`src/rtl/ntt_pe_operand_sequencer_if.sv`:
```
// Bundle between a transform controller and the NTT PE operand sequencer:
// start/inverse request in, PE operation fields and write-back strobe out.
interface ntt_pe_operand_sequencer_if #(
   parameter int LOGL = 3
);
   logic            start;
   logic            inv_in;
   logic            busy;
   logic            done;
   logic            op_valid;
   logic [LOGL-1:0] a_addr;
   logic [LOGL-1:0] b_addr;
   logic [LOGL-2:0] tf_addr;
   logic            sub;
   logic            inv;
   logic            wr_en;
   logic [LOGL-1:0] wr_addr;

   modport master (
      output start, inv_in,
      input  busy, done, op_valid, a_addr, b_addr, tf_addr, sub, inv, wr_en, wr_addr
   );

   modport slave (
      input  start, inv_in,
      output busy, done, op_valid, a_addr, b_addr, tf_addr, sub, inv, wr_en, wr_addr
   );
endinterface

```
`src/rtl/ntt_pe_operand_sequencer.sv`:
```
// Walks an in-place radix-2 NTT/INTT, issuing each butterfly as two PE ops
// (sub=0 then sub=1) and the matching write-back strobe PIPE_LAT cycles later.
module ntt_pe_operand_sequencer #(
   parameter int LOGL     = 3,
   parameter int PIPE_LAT = 2
) (
   input  logic                      clk,
   input  logic                      rst,
   ntt_pe_operand_sequencer_if.slave bus
);
   localparam int W   = LOGL + 1;
   localparam int TFW = LOGL - 1;
   localparam int SW  = $clog2(LOGL + 1);
   localparam int DW  = $clog2(PIPE_LAT + 1);
   localparam logic [W-1:0]  L_PTS      = W'(1) << LOGL;
   localparam logic [SW-1:0] LAST_S     = SW'(LOGL - 1);
   localparam logic [DW-1:0] DRAIN_LAST = DW'(PIPE_LAT - 1);

   typedef enum logic [1:0] {IDLE, RUN, DRAIN, DONE} state_t;

   state_t          r_state;
   logic [SW-1:0]   r_s;
   logic [W-1:0]    r_g;
   logic [W-1:0]    r_k;
   logic            r_ph;
   logic [DW-1:0]   r_drainCnt;
   logic            r_inv;
   logic            r_busy;
   logic            r_done;
   logic            r_opValid;
   logic            r_sub;
   logic [LOGL-1:0] r_aAddr;
   logic [LOGL-1:0] r_bAddr;
   logic [TFW-1:0]  r_tfAddr;
   logic [PIPE_LAT-1:0] r_pipeV;
   logic [LOGL-1:0]     r_pipeA [PIPE_LAT];

   logic [W-1:0]    w_len;
   logic [W-1:0]    w_gEnd;
   logic [W-1:0]    w_nG;
   logic [W-1:0]    w_nK;
   logic            w_nPh;
   logic            w_stageEnd;

   // Advance (g, k, ph) within a stage; the stage ends when g steps past L.
   always_comb begin
      w_len      = W'(1) << r_s;
      w_gEnd     = r_g + (w_len << 1);
      w_nG       = r_g;
      w_nK       = r_k;
      w_nPh      = ~r_ph;
      w_stageEnd = 1'b0;
      if (r_ph) begin
         if (r_k + W'(1) == w_len) begin
            w_nK       = '0;
            w_nG       = w_gEnd;
            w_stageEnd = (w_gEnd >= L_PTS);
         end else begin
            w_nK = r_k + W'(1);
         end
      end
   end

   logic [SW-1:0]   w_selS;
   logic [W-1:0]    w_selG;
   logic [W-1:0]    w_selK;
   logic            w_selPh;
   logic [W-1:0]    w_selLen;
   logic [LOGL-1:0] w_aNext;
   logic [LOGL-1:0] w_bNext;
   logic [TFW-1:0]  w_tfNext;
   logic            w_loadOp;

   // Counters of the op that will be shown next cycle: a fresh stage starts
   // at g=k=ph=0, otherwise the in-stage successor.
   always_comb begin
      w_selS  = r_s;
      w_selG  = w_nG;
      w_selK  = w_nK;
      w_selPh = w_nPh;
      if (r_state != RUN) begin
         w_selS  = (r_state == DRAIN) ? r_s + SW'(1) : '0;
         w_selG  = '0;
         w_selK  = '0;
         w_selPh = 1'b0;
      end
      w_selLen = W'(1) << w_selS;
      w_aNext  = LOGL'(w_selG + w_selK);
      w_bNext  = LOGL'(w_selG + w_selK + w_selLen);
      w_tfNext = TFW'(w_selK << (LAST_S - w_selS));
      w_loadOp = ((r_state == IDLE) && bus.start) ||
                 ((r_state == RUN) && !w_stageEnd) ||
                 ((r_state == DRAIN) && (r_drainCnt == DRAIN_LAST) && (r_s < LAST_S));
   end

   // Single FSM with registered outputs; the write-back delay line shifts every
   // cycle so ops issued at the end of a stage still reach the RAM.
   always_ff @(posedge clk) begin
      if (rst) begin
         r_state    <= IDLE;
         r_s        <= '0;
         r_g        <= '0;
         r_k        <= '0;
         r_ph       <= 1'b0;
         r_drainCnt <= '0;
         r_inv      <= 1'b0;
         r_busy     <= 1'b0;
         r_done     <= 1'b0;
         r_opValid  <= 1'b0;
         r_sub      <= 1'b0;
         r_aAddr    <= '0;
         r_bAddr    <= '0;
         r_tfAddr   <= '0;
         r_pipeV    <= '0;
         for (int i = 0; i < PIPE_LAT; i++) r_pipeA[i] <= '0;
      end else begin
         r_pipeV    <= {r_pipeV[PIPE_LAT-2:0], r_opValid};
         r_pipeA[0] <= r_sub ? r_bAddr : r_aAddr;
         for (int i = 1; i < PIPE_LAT; i++) r_pipeA[i] <= r_pipeA[i-1];
         r_done <= 1'b0;

         if (w_loadOp) begin
            r_opValid <= 1'b1;
            r_aAddr   <= w_aNext;
            r_bAddr   <= w_bNext;
            r_tfAddr  <= w_tfNext;
            r_sub     <= w_selPh;
         end else begin
            r_opValid <= 1'b0;
            r_aAddr   <= '0;
            r_bAddr   <= '0;
            r_tfAddr  <= '0;
            r_sub     <= 1'b0;
         end

         case (r_state)
            IDLE: begin
               if (bus.start) begin
                  r_inv   <= bus.inv_in;
                  r_s     <= '0;
                  r_g     <= '0;
                  r_k     <= '0;
                  r_ph    <= 1'b0;
                  r_busy  <= 1'b1;
                  r_state <= RUN;
               end
            end
            RUN: begin
               if (w_stageEnd) begin
                  r_drainCnt <= '0;
                  r_state    <= DRAIN;
               end else begin
                  r_g  <= w_nG;
                  r_k  <= w_nK;
                  r_ph <= w_nPh;
               end
            end
            DRAIN: begin
               if (r_drainCnt == DRAIN_LAST) begin
                  if (r_s < LAST_S) begin
                     r_s     <= r_s + SW'(1);
                     r_g     <= '0;
                     r_k     <= '0;
                     r_ph    <= 1'b0;
                     r_state <= RUN;
                  end else begin
                     r_busy  <= 1'b0;
                     r_done  <= 1'b1;
                     r_state <= DONE;
                  end
               end else begin
                  r_drainCnt <= r_drainCnt + DW'(1);
               end
            end
            DONE:    r_state <= IDLE;
            default: r_state <= IDLE;
         endcase
      end
   end

   assign bus.busy     = r_busy;
   assign bus.done     = r_done;
   assign bus.op_valid = r_opValid;
   assign bus.a_addr   = r_aAddr;
   assign bus.b_addr   = r_bAddr;
   assign bus.tf_addr  = r_tfAddr;
   assign bus.sub      = r_sub;
   assign bus.inv      = r_inv;
   assign bus.wr_en    = r_pipeV[PIPE_LAT-1];
   assign bus.wr_addr  = r_pipeA[PIPE_LAT-1];
endmodule
```
`src/flat_wrapper.sv`:
```
// flat-port wrapper written by rule: the top's interface ports become plain ports
module ntt_pe_operand_sequencer_flat 
#(
   parameter int LOGL     = 3,
   parameter int PIPE_LAT = 2
)
  (clk, rst, bus_start, bus_inv_in, bus_busy, bus_done, bus_op_valid, bus_a_addr, bus_b_addr, bus_tf_addr, bus_sub, bus_inv, bus_wr_en, bus_wr_addr);
  ntt_pe_operand_sequencer_if #(.LOGL(LOGL)) bus_i ();
  input  logic clk;
  input  logic rst;
  input wire logic [$bits(bus_i.start)-1:0] bus_start;
  input wire logic [$bits(bus_i.inv_in)-1:0] bus_inv_in;
  output wire logic [$bits(bus_i.busy)-1:0] bus_busy;
  output wire logic [$bits(bus_i.done)-1:0] bus_done;
  output wire logic [$bits(bus_i.op_valid)-1:0] bus_op_valid;
  output wire logic [$bits(bus_i.a_addr)-1:0] bus_a_addr;
  output wire logic [$bits(bus_i.b_addr)-1:0] bus_b_addr;
  output wire logic [$bits(bus_i.tf_addr)-1:0] bus_tf_addr;
  output wire logic [$bits(bus_i.sub)-1:0] bus_sub;
  output wire logic [$bits(bus_i.inv)-1:0] bus_inv;
  output wire logic [$bits(bus_i.wr_en)-1:0] bus_wr_en;
  output wire logic [$bits(bus_i.wr_addr)-1:0] bus_wr_addr;
  assign bus_i.start = bus_start;
  assign bus_i.inv_in = bus_inv_in;
  assign bus_busy = bus_i.busy;
  assign bus_done = bus_i.done;
  assign bus_op_valid = bus_i.op_valid;
  assign bus_a_addr = bus_i.a_addr;
  assign bus_b_addr = bus_i.b_addr;
  assign bus_tf_addr = bus_i.tf_addr;
  assign bus_sub = bus_i.sub;
  assign bus_inv = bus_i.inv;
  assign bus_wr_en = bus_i.wr_en;
  assign bus_wr_addr = bus_i.wr_addr;
  ntt_pe_operand_sequencer #(.LOGL(LOGL), .PIPE_LAT(PIPE_LAT)) u_core (.clk(clk), .rst(rst), .bus(bus_i));
endmodule
```
`config.mk`:
```
export PLATFORM = sky130hd
export DESIGN_NAME = ntt_pe_operand_sequencer_flat
export DESIGN_NICKNAME = d
export VERILOG_FILES = /design/src/rtl/ntt_pe_operand_sequencer_if.sv /design/src/rtl/ntt_pe_operand_sequencer.sv /design/src/flat_wrapper.sv
export SDC_FILE = /design/constraint.sdc
export NUM_CORES = 1
export LEC_CHECK = 0
export BUFFER_PORTS_ARGS = -buffer_cell sky130_fd_sc_hd__buf_2
export CORE_ASPECT_RATIO = 0.9
export CORE_MARGIN = 1.5
export CORE_UTILIZATION = 60
export CTS_CLUSTER_DIAMETER = 80
export DETAILED_ROUTE_END_ITERATION = 12
export GPL_TIMING_DRIVEN = 0
export HOLD_SLACK_MARGIN = 0.05
export PLACE_DENSITY = 0.85
export SLEW_MARGIN = 5
export SYNTH_ARGS = -nofsm -noshare
export SYNTH_HDL_FRONTEND = slang
export SYNTH_SLANG_ARGS = --single-unit
```
`constraint.sdc`:
```
create_clock -name clk -period 7.5 [get_ports clk]
set_input_delay 0.375 -clock clk [delete_from_list [all_inputs] [get_ports clk]]
set_output_delay 0.375 -clock clk [all_outputs]
set_load 0.01 [all_outputs]
```
# Yosys cells after proc, flatten, opt, wreduce, memory -nomap -nowiden
# Memory sizes are Yosys's and may differ from the RTL's.
# Index checks and enable logic that the tools add are counted.
[classes]
add_sub_neg = 7
n_lt_le_gt_ge = 2
n_eq_ne = 13
shift = 3
muxes = 46
bitwise_logic = 6
reduce_logical = 20
[op_table]
columns = ["operator", "count"]
rows = [
  ["4-bit two-way mux", 10],
  ["4-bit one-hot mux with 3 select lines", 2],
  ["2-bit two-way mux", 11],
  ["1-bit two-way mux", 14],
  ["3-bit two-way mux", 4],
  ["2-bit inequality test (second input constant)", 6],
  ["2-bit one-hot mux with 2 select lines", 2],
  ["2-bit one-hot mux with 4 select lines", 1],
  ["4-bit AND reduction", 2],
  ["3-bit adder", 2],
  ["3-bit AND reduction", 2],
  ["3-bit OR reduction", 2],
  ["5-bit AND reduction", 1],
  ["2-bit by 1-bit adder with 2-bit output (second input constant)", 2],
  ["4-bit by 1-bit adder with 4-bit output (second input constant)", 1],
  ["4-bit adder", 1],
  ["2-bit by 1-bit == test with 1-bit output (second input constant)", 2],
  ["2-bit == test (second input constant)", 2],
  ["4-bit == test", 1],
  ["4-bit >= comparator (second input constant)", 1],
  ["1-bit logical AND", 4],
  ["2-bit by 1-bit inequality test with 1-bit output (second input constant)", 2],
  ["1-bit inverter", 4],
  ["2-bit nonzero test", 2],
  ["other kinds (14)", 16],
]
[totals]
register_bits = 30
ram_bits = 6
input_bits = 4
output_inout_bits = 17
elab_cells = 113
n_memories = 1
[mem_list]
columns = ["memory", "words", "width", "rd", "rd_ports_with_merged_regs", "wr", "line_no", "source"]
rows = [
  ["u_core.r_pipeA", 2, 3, 2, 0, 2, "ntt_pe_operand_sequencer.sv:36", "logic [LOGL-1:0] r_pipeA [PIPE_LAT];"],
]

# Depth between registers and ports, before layout
[depth]
ltp_word = 11
ltp_mapped = 15
mapped_depth_nobuf = 15

# Worst setup path before layout
# Ideal clock, no wire load.
[synth_path]
path_type = "register to register"
startpoint = "register u_core.r_s[0]"
endpoint = "register u_core.r_bAddr[2], in the netlist u_core.bus.b_addr[2]"
setup_ps = 72
arrival_time_ps = 3446
required_time_ps = 7428
setup_slack_ps = 3982
path_stages_with_launch = 14
path_buffers = 0
synth_period_minus_slack_ps = 3518
cell_sequence = "dfxtp_1 -> inv_1 -> ha_1 -> xor3_2 -> or3_1 -> nor2_2 -> o21ai_0 -> fa_1 -> nand2b_1 -> o32ai_1 -> nor3_1 -> nor4_1 -> xnor2_1 -> mux2i_1"
[synth_rtl]
columns = ["element", "line_no", "source"]
rows = [
  ["start, declared", "ntt_pe_operand_sequencer.sv:22", "logic [SW-1:0] r_s;"],
  ["start signal, assigned", "ntt_pe_operand_sequencer.sv:161", "r_s <= r_s + SW'(1);"],
  ["1-bit by 2-bit << shifter with 4-bit output", "ntt_pe_operand_sequencer.sv:47", "w_len = W'(1) << r_s;"],
  ["4-bit == test", "ntt_pe_operand_sequencer.sv:54", "if (r_k + W'(1) == w_len) begin"],
  ["4-bit two-way mux", "ntt_pe_operand_sequencer.sv:54", ""],
  ["4-bit two-way mux", "ntt_pe_operand_sequencer.sv:53", "if (r_ph) begin"],
  ["4-bit two-way mux", "ntt_pe_operand_sequencer.sv:81", "if (r_state != RUN) begin"],
  ["via u_core.w_selK[1]", "ntt_pe_operand_sequencer.sv:66", "logic [W-1:0] w_selK;"],
  ["3-bit adder (2 in a row)", "ntt_pe_operand_sequencer.sv:89", "w_bNext = LOGL'(w_selG + w_selK + w_selLen);"],
  ["end signal, assigned", "ntt_pe_operand_sequencer.sv:125", "r_bAddr <= w_bNext;"],
  ["end, declared", "ntt_pe_operand_sequencer.sv:33", "logic [LOGL-1:0] r_bAddr;"],
]
# The timed path passes the listed nets, and every way through them passes these cells.
# A chain may end at the register's enable or synchronous reset.

# Final worst setup path
# Same ends and word-level chain as after synthesis.

==> reports/metrics.csv <==
metric;value;unit
post-route-drc-count;0;
rrSetupSlack;3.34;ns
rsz0062_at_grt;false;
startpoint;u_core.r_s[0];
row_count;19;
synthArstFlopShare;0;%
post-route-period-util;55.5;%
yosys_register_bits;35;
setup_slack;3.34;ns
relSlewSlack;62.2;%
wl_met3;171;µm
wl_met2;1760;µm
die_w;62.5;µm
crit_slowest_cell;fa_1;
critPathCapture;u_core.bus.b_addr[2];
crit_buf_inv;1;
synth.net_count;241;
cp_max_fo;6;
antenna_found_initial;0;
fp.coreArea;0.00304;mm²
post_cts_resized;0;
grt_util_all_layers;24.8;%
drv_cap;0;
io_buffers;19;
via_per_inst;5.37;
wirelength_met1;1870;µm
synth-edff-count;0;
syn_inst;222;
grt_overflow;0;
cts_hold_buf;0;
ff_latch_area;701;µm²
crit_chain;inv_1 > ha_1 > xor3_2 > or3_1 > nor2_2 > o21ai_0 > fa_1 > nand2b_1 > o32ai_1 > nor3_1 > nor4_1 > xnor2_1 > mux2i_1;
clockBufferDepth;2;
yosys.cell_types.count;46;
grt_pass1_vias;1473;
setup_viol;0;
highest_layer;met4;
yosys_warnings;0;
whs;0.256;ns
first_pass_iters;4;
final_common_cell;dfxtp_1;
setup_tns;0;ns
multi_input_area;0.00109;mm²
syn2layout_area_growth;12.0;%
io_pins;21;
fin_crit;4.16;ns
worstPathRequired;7.78;ns
max_clock_freq;0.240;GHz
fin_nets;267;
worstReg2RegStart;u_core.r_s[0];
vias;1563;
grt_max_degree;13;
hpwl;2950;µm
finalHoldViolations;0;
avgSynthCellArea;8.61;µm²
routed_wl;3880;µm
yosys_most_used_dff;dfxtp_1;
synth_largest_area_cell;dfxtp_1;
cpPeakStageDelay;0.58;ns
fillCellCount;278;
layout_common_cells;35 x dfxtp_1, 32 x nor2_1, 21 x buf_2;
drive_gt1_share;16.9;%
min_path_type;primary input to register;
dieHeight;56.6;µm
insertion_delay;0.35;ns
grt_pass1_wl;6670;µm
diodes;0;
start_util;62.8;%
synth.area.top_cells;dfxtp_1 37%, ha_1 7.9%, nor2_1 6.3%, a21oi_1 4.5%, fa_1 3.1%;
wl_per_cell;13.3;µm
die-area;0.00353;mm²
detail-route-antenna-nets;0;
r2r_cells;13;
ir_drop;0.000185;V
slew_viol_final;0;
synth_area;0.00191;mm²
cts_tree;built;
cp_num_cells;13;
crit_path_end_kind;register;
critPathTopFamily;simple AND/OR/NAND/NOR gates;
cts.reportedPaths.clkPinSlew;0.11;ns
reg2reg_to;u_core.bus.b_addr[2];
fin_worst_skew;0.00461;ns
p_leak;0.902;nW
cts_max_level;2;
post-place-ws;3.42;ns
dr.first_iter.drc_count;96;
worst_setup_path_start_kind;register;
p_per_area;170;mW/mm²
synth_top_area_share;36.6;%
fin_util;70.4;%
clock-sinks;35;
crit_arrival;4.45;ns
status;complete, no violations;
ys_seq_area_share;36.6;%
numCtsBuffers;5;
worst_slew_pin_slew;0.561;ns
power;364;µW
post-cts-setup-buffers;0;
globalplace.congestion;0.897;
critPathKind;register to register;
cts_root_buffer;clkbuf_4;
[cells by family after synthesis]
logic type	after synthesis	synth area share [%]
simple gates	89	23.3
compound gates	37	12.0
flops	35	36.6
fa+ha+maj	15	11.0
xor+xnor	12	7.07
mux	6	3.34
buf+inv	27	6.41
other cells	1	0.196
[flip-flops by register name (all words and copies together), names as in the netlist]
signal and flops:
u_core.r_k 4, u_core.r_drainCnt 2, u_core.bus.inv 1, u_core.r_pipeV 2
u_core.bus.op_valid 1, u_core.r_s 2, u_core.bus.busy 1, u_core.r_ph 1
u_core.r_pipeA 6, u_core.bus.a_addr 3, u_core.bus.tf_addr 2, u_core.r_state 2
u_core.r_g 3, u_core.bus.done 1, u_core.bus.b_addr 3, u_core.bus.sub 1
[final cells by class]
cell class	count	area share, %
plain buffers	12	3.10
multi-input cells	160	50.8
flip-flops and latches	35	32.7
clock buffers	5	1.75
repair buffers	19	4.44
clock inverters	3	2.05
inverters	15	2.63
well taps	42	2.45
[routing by layer]
metal / global-route usage (%) / vias to the layer above
met1: 30.7 / 727
met4: 12.1 / 0
met5: 0 / -
met2: 40.4 / 35
li1: - / 793
met3: 6.21 / 8
[per-stage QoR]
stage | cell area, µm² | instances
2_1_floorplan | 1910 | 222
3_3_place_gp | 2060 | 283
3_5_place_dp | 2060 | 283
4_1_cts | 2140 | 291
6_report | 2140 | 291
5_1_grt | 2140 | 291
[cell usage after synthesis (2+ instances only)]
cell,instances
xor2_1,4
xnor2_1,6
a311oi_1,2
nor3_1,6
o21ai_0,7
nor2_1,32
mux2i_1,5
or2_2,2
dfxtp_1,35
and2_1,2
nand2b_1,6
clkbuf_1,6
buf_2,2
a211oi_1,2
a21oi_1,17
buf_4,3
ha_1,12
or3_1,2
nand3_1,7
inv_1,15
fa_1,3
nand2_1,14
nor2b_1,9
[power breakdown]
group | internal (mW) | switching [mW] | leakage, nW
logic | 0.0123 | 0.0201 | 0.572
registers | 0.191 | 0.00340 | 0.285
clock network | 0.0701 | 0.0670 | 0.0452
[worst min path at each step]
stage / depth (start not counted) / start / to / slack (ns)
after floorplan: 1 / u_core.r_pipeA[0][0] / u_core.r_pipeA[0][3] / 0.41
after global routing: 3 / bus_inv_in / u_core.bus.inv / 0.27
after global placement: 1 / u_core.r_pipeA[0][2] / u_core.r_pipeA[0][5] / 0.42
final: 3 / bus_inv_in / u_core.bus.inv / 0.26
after detailed placement: 1 / u_core.r_pipeA[0][1] / u_core.r_pipeA[0][4] / 0.43
after CTS: 3 / bus_inv_in / u_core.bus.inv / 0.25
[worst min-delay path: cells and delay by family]
kind                   cells  cell delay (ns)
AO/OA/AOI/OAI              1             0.05
buffers and inverters      1             0.09
AND/OR/NAND/NOR            1             0.04
Power figures use the tool's default switching activity.
